--- src/rtl/clock_div_seq.sv ---
// rtl/clock_div_seq.sv - lock-qualified reset sequencer with NCH programmable clock-enable dividers
// Optional feature macro: CLOCK_DIV_SEQ_LOSS_CNT_EN (saturating lock-loss event counter)
module clock_div_seq #(
  parameter int NCH         = 2,
  parameter int DW          = 8,
  parameter int DEF_DIV     = 4,
  parameter int LOCK_WAIT   = 1024,
  parameter int SYNC_STAGES = 2
) (
  input  logic              clk,
  input  logic              rstn,
  input  logic              locked_in,
  input  logic [NCH*DW-1:0] div_cfg,
  input  logic              cfg_load,
  output logic [NCH-1:0]    ce_out,
  output logic              ready,
  output logic              rst_out_n,
  output logic [1:0]        state,
  output logic [7:0]        loss_cnt
);

  localparam int            CW        = (LOCK_WAIT > 2) ? $clog2(LOCK_WAIT) : 1;
  localparam logic [CW-1:0] STAB_LAST = CW'(LOCK_WAIT - 1);
  localparam logic [DW-1:0] DEF_R     = DW'(DEF_DIV);

  typedef enum logic [1:0] {
    WAIT_LOCK = 2'd0,
    STABLE    = 2'd1,
    RUN       = 2'd2,
    LOST      = 2'd3
  } state_t;

  state_t                 state_q, state_d;
  logic [SYNC_STAGES-1:0] sync_q;
  logic                   lock_s;
  logic [CW-1:0]          stab_q, stab_d;
  logic [DW-1:0]          cnt_q [NCH];
  logic [DW-1:0]          act_q [NCH];
  logic [DW-1:0]          shd_q [NCH];
  logic [NCH-1:0]         wrap;
  logic                   run_now, run_next;

  assign lock_s = sync_q[SYNC_STAGES-1];

  // Bring the asynchronous lock flag into the clk domain.
  always_ff @(posedge clk) begin
    if (!rstn) sync_q <= '0;
    else       sync_q <= {sync_q[SYNC_STAGES-2:0], locked_in};
  end

  // State and stability-counter registers.
  always_ff @(posedge clk) begin
    if (!rstn) begin
      state_q <= WAIT_LOCK;
      stab_q  <= '0;
    end else begin
      state_q <= state_d;
      stab_q  <= stab_d;
    end
  end

  // Lock qualification: LOCK_WAIT consecutive locked cycles in STABLE before RUN.
  always_comb begin
    state_d = state_q;
    stab_d  = stab_q;
    case (state_q)
      WAIT_LOCK: begin
        if (lock_s) begin
          state_d = STABLE;
          stab_d  = '0;
        end
      end
      STABLE: begin
        if (!lock_s)                 state_d = WAIT_LOCK;
        else if (stab_q == STAB_LAST) state_d = RUN;
        else                         stab_d  = stab_q + CW'(1);
      end
      RUN:     if (!lock_s) state_d = LOST;
      LOST:    state_d = WAIT_LOCK;
      default: state_d = WAIT_LOCK;
    endcase
  end

  // Downstream reset is held asserted (low) whenever the sequencer is not in RUN.
  assign run_now   = (state_q == RUN);
  assign run_next  = (state_d == RUN);
  assign ready     = run_now;
  assign rst_out_n = run_now;
  assign state     = state_q;

  // A channel pulses in the last count of its period; disabled channels never pulse.
  always_comb begin
    wrap = '0;
    for (int i = 0; i < NCH; i++) begin
      wrap[i] = run_now && (act_q[i] != '0) && (cnt_q[i] == act_q[i] - DW'(1));
    end
  end

  assign ce_out = wrap;

  // Divider counters: cleared outside RUN and on the cycle RUN is left, ratio swaps only at wrap.
  always_ff @(posedge clk) begin
    if (!rstn) begin
      for (int i = 0; i < NCH; i++) begin
        cnt_q[i] <= '0;
        act_q[i] <= DEF_R;
        shd_q[i] <= DEF_R;
      end
    end else begin
      for (int i = 0; i < NCH; i++) begin
        if (cfg_load) shd_q[i] <= div_cfg[i*DW +: DW];
        if (!run_now || (act_q[i] == '0) || wrap[i]) act_q[i] <= shd_q[i];
        if (!run_now || !run_next || (act_q[i] == '0) || wrap[i]) cnt_q[i] <= '0;
        else                                                      cnt_q[i] <= cnt_q[i] + DW'(1);
      end
    end
  end

`ifdef CLOCK_DIV_SEQ_LOSS_CNT_EN
  logic [7:0] loss_q;

  // Count each RUN->LOST transition, sticking at 255.
  always_ff @(posedge clk) begin
    if (!rstn)                                                         loss_q <= '0;
    else if (state_d == LOST && state_q != LOST && loss_q != 8'hFF)    loss_q <= loss_q + 8'd1;
  end

  assign loss_cnt = loss_q;
`else
  assign loss_cnt = 8'd0;
`endif

endmodule

--- config.mk ---
export PLATFORM = sky130hd
export DESIGN_NAME = clock_div_seq
export DESIGN_NICKNAME = d
export VERILOG_FILES = /design/src/rtl/clock_div_seq.sv
export SDC_FILE = /design/constraint.sdc
export NUM_CORES = 1
export LEC_CHECK = 0
export CAP_MARGIN = 20
export CORE_AREA = 2 2 92 138
export DETAILED_ROUTE_END_ITERATION = 10
export DIE_AREA = 0 0 94 140
export GPL_TIMING_DRIVEN = 0
export PLACE_DENSITY = 0.5
export SLEW_MARGIN = 20
export SYNTH_ARGS = -nofsm -noshare
export SYNTH_HDL_FRONTEND = slang
export SYNTH_SLANG_ARGS = --single-unit
--- constraint.sdc ---
create_clock -name clk -period 2.54 [get_ports clk]
set_input_delay 0.762 -clock clk [delete_from_list [all_inputs] [get_ports clk]]
set_output_delay 0.762 -clock clk [all_outputs]
set_load 0.005 [all_outputs]
==> flow_summary.ini <==
[yosys]
ys_types = 54
yosysSeqAreaShare_pct = 48.7
synth-edff-count = 48
syn_inst = 324
synth_mux_area_share_pct = 0
yosys_warnings = 0
synth_xor_xnor_area_share_pct = 8.17
syn_area_um2 = 3540
yosys.area.top_type = edfxtp_1
ys_seq_elements = 62
synth-main-ff-cell = edfxtp_1
synth_fa_ha_area_share_pct = 1.77
synth_top_family_by_area = simple AND/OR/NAND/NOR gates
yosys-top-cells-count = edfxtp_1 (48), nand2_1 (23), and3_1 (20)
synthArstFlopShare_pct = 0
synth_top_area_share_pct = 40.8
syn_avg_cell_area_um2 = 10.9
synth_compound_area_share_pct = 13.7
yosys.area_share.simple_pct = 22.2
yosysMostFrequentCell = edfxtp_1
synth.area.top_cells = edfxtp_1 (41%), dfxtp_1 (7.9%), xor2_1 (4.7%)

[timing]
slew_violations = 0
fin_setup_tns_ps = -752
finalCritPeriodShare_pct = 118
fin_crit_ps = 3000
rsz0062_at_grt = yes
max_freq_mhz = 333
relSlewSlack_pct = 54.1
skew_ps = 4.46
worst_slack_ps = -459
tightest_slew_ps = 689
hold_viol = 0
setup_viol = 2

[clock_network]
cts_htree_levels = 3
clk_path_buf_depth = 2
cts_inserted_buffers = 9
tritoncts = built
clkTransAtPathRegs_ps = 50
clockRootBuffer = clkbuf_16
clock_latency_ps = 340
clock_sinks = 62

[place]
port_buffers = 24
dp_slack_ps = -1000
place_inst = 523
dp_hpwl_mm = 5.55
gp_congestion = 0.744

[grt]
grt_pass1_vias = 2634
grt_max_degree = 17
grt_pass1_wl_mm = 12.9
grt_remaining_overflow = 0
antenna_found_initial = 0
groute.usage.overall_pct = 12.6

[detailed_routing]
first_iter_violations = 139
post_drt_via_cell_ratio = 4.90
drt-pass1-iter-count = 4
drtAntennaViolNets = 0
routed_wl_mm = 7.82
wire_per_inst_um = 14.0
vias = 2729
drc_errors = 0

[cells_and_area]
final_nets = 424
antennaDiodeCount = 0
drive_gt1_share_pct = 21.8
fill_cells = 1177
synthToLayoutAreaGrowth_pct = 31.0
final_cells = 557

[pwr]
power.density_nw_per_um2 = 572
vdd_drop_max_mv = 0.346
leakagePower_nw = 1.66

[floorplan]
boundaryPins = 34
initial_core_util_pct = 29.6
die_w_um = 94
rows = 49
die_y_um = 140
die_area_um2 = 13200
core_area_um2 = 12000

[status]
violations = negative setup slack
outcome = finished, violations left

[worst_hold_path]
hold_class = reg2reg
worstHoldStart = sync_q[0]

[critical_path]
crit_path_end_kind = output port
crit_type = reg2out
worstPathArrival_ps = 2240
crit_path_start = act_q[0][9]
cp.required_ps = 1780
r2r_start = act_q[0][3]
cp_max_fo = 4
start_kind = flip-flop

[run]
cap_violations = 0
-- metrics by stage --
step	total power, mW	util, %	area, um^2	hold WS, ps
2_1_floorplan	1.34	-	3640	412
3_3_place_gp	1.41	34.0	4070	424
3_5_place_dp	1.41	34.1	4070	423
4_1_cts	2.65	37.8	4520	443
5_1_grt	2.75	38.8	4630	447
6_report	2.65	38.8	4630	443
-- repair_timing --
| item | 4_1_cts | 5_1_grt |
|---|---|---|
| setup buffers | 12 | 8 |
| endpoints found under the setup margin | 12 | 32 |
| pin swaps | 8 | 9 |
| hold buffers | 0 | 0 |
| resized for setup | 28 | 12 |
-- registers in the layout (all words and copies together), names as in the netlist --
| name | flops |
|---|---|
| act_q | 16 |
| cnt_q | 16 |
| shd_q | 16 |
| stab_q | 10 |
| state | 2 |
| sync_q | 2 |
-- critical path, cell delays in order, from the launching register on --
cell      delay (ps)
edfxtp_1         400
buf_4            160
nor3_4           280
nand2_1          150
o311ai_2         340
o211ai_1         180
buf_4            190
nor2_4            90
buf_2            120
-- final cells by class --
cell class,count,area [um^2],area share [%]
clock buffer,10,229,4.94
sequential,62,1720,37.2
inverter,7,26.3,0.567
tap,153,191,4.13
buffer,27,156,3.38
clock inverter,6,62.6,1.35
multi-input combinational,248,1860,40.2
timing repair buffer,44,380,8.21
-- worst paths after layout --
| kind | to | slack, ps | cells after the start |
|---|---|---|---|
| setup / recovery | ce_out[1] | -460 | 8 |
| hold / removal | sync_q[1] | 440 | 1 |
| setup reg to reg | act_q[0][15] | 160 | 8 |
| hold reg to reg | sync_q[1] | 440 | 1 |
-- layer usage --
metal	routed length [um]	vias up	track usage (%)
met1	3070	1309	13.5
met3	275	17	3.50
li1	-	1362	-
met2	4290	41	22.7
met4	186	0	5.72
met5	0	-	0
-- placed cells by master (no fill, tap or decap), types with 3 or more instances in the layout --
master           count
nor4_2               3
nand3b_1             8
buf_4               30
nor4_1              14
nand2_1             23
inv_1                4
clkbuf_16            9
dfxtp_1             12
nor2_1               8
and3_1              20
xnor2_1             14
xor2_1              19
o211ai_1             3
a41oi_2              8
and4_1               4
nor2b_1              7
nand3_1             15
nand4_1              4
inv_2                3
a311oi_1             4
o21ai_0              4
and2_1               3
nand2b_1             3
edfxtp_1            48
ha_1                 3
buf_2                4
clkdlybuf4s50_1     22
or3_1                3
nand4b_1             3
conb_1              24
a41oi_1              7
clkbuf_1            13
-- logic make-up (layout without fill, tap and decap cells) --
kind of cell | Yosys count | count (layout)
other cells | 2 | 24
buf+inv | 36 | 94
simple gates | 135 | 135
xor+xnor | 33 | 33
compound gates | 51 | 51
flops | 62 | 62
fa+ha+maj | 5 | 5
-- where the power goes --
group	internal (mW)	switching [mW]	total [mW]
clock	0.755	0.448	1.20
sequential	1.14	0.0366	1.18
combinational	0.136	0.130	0.266
No activity file was read; power rests on OpenSTA's default activity.
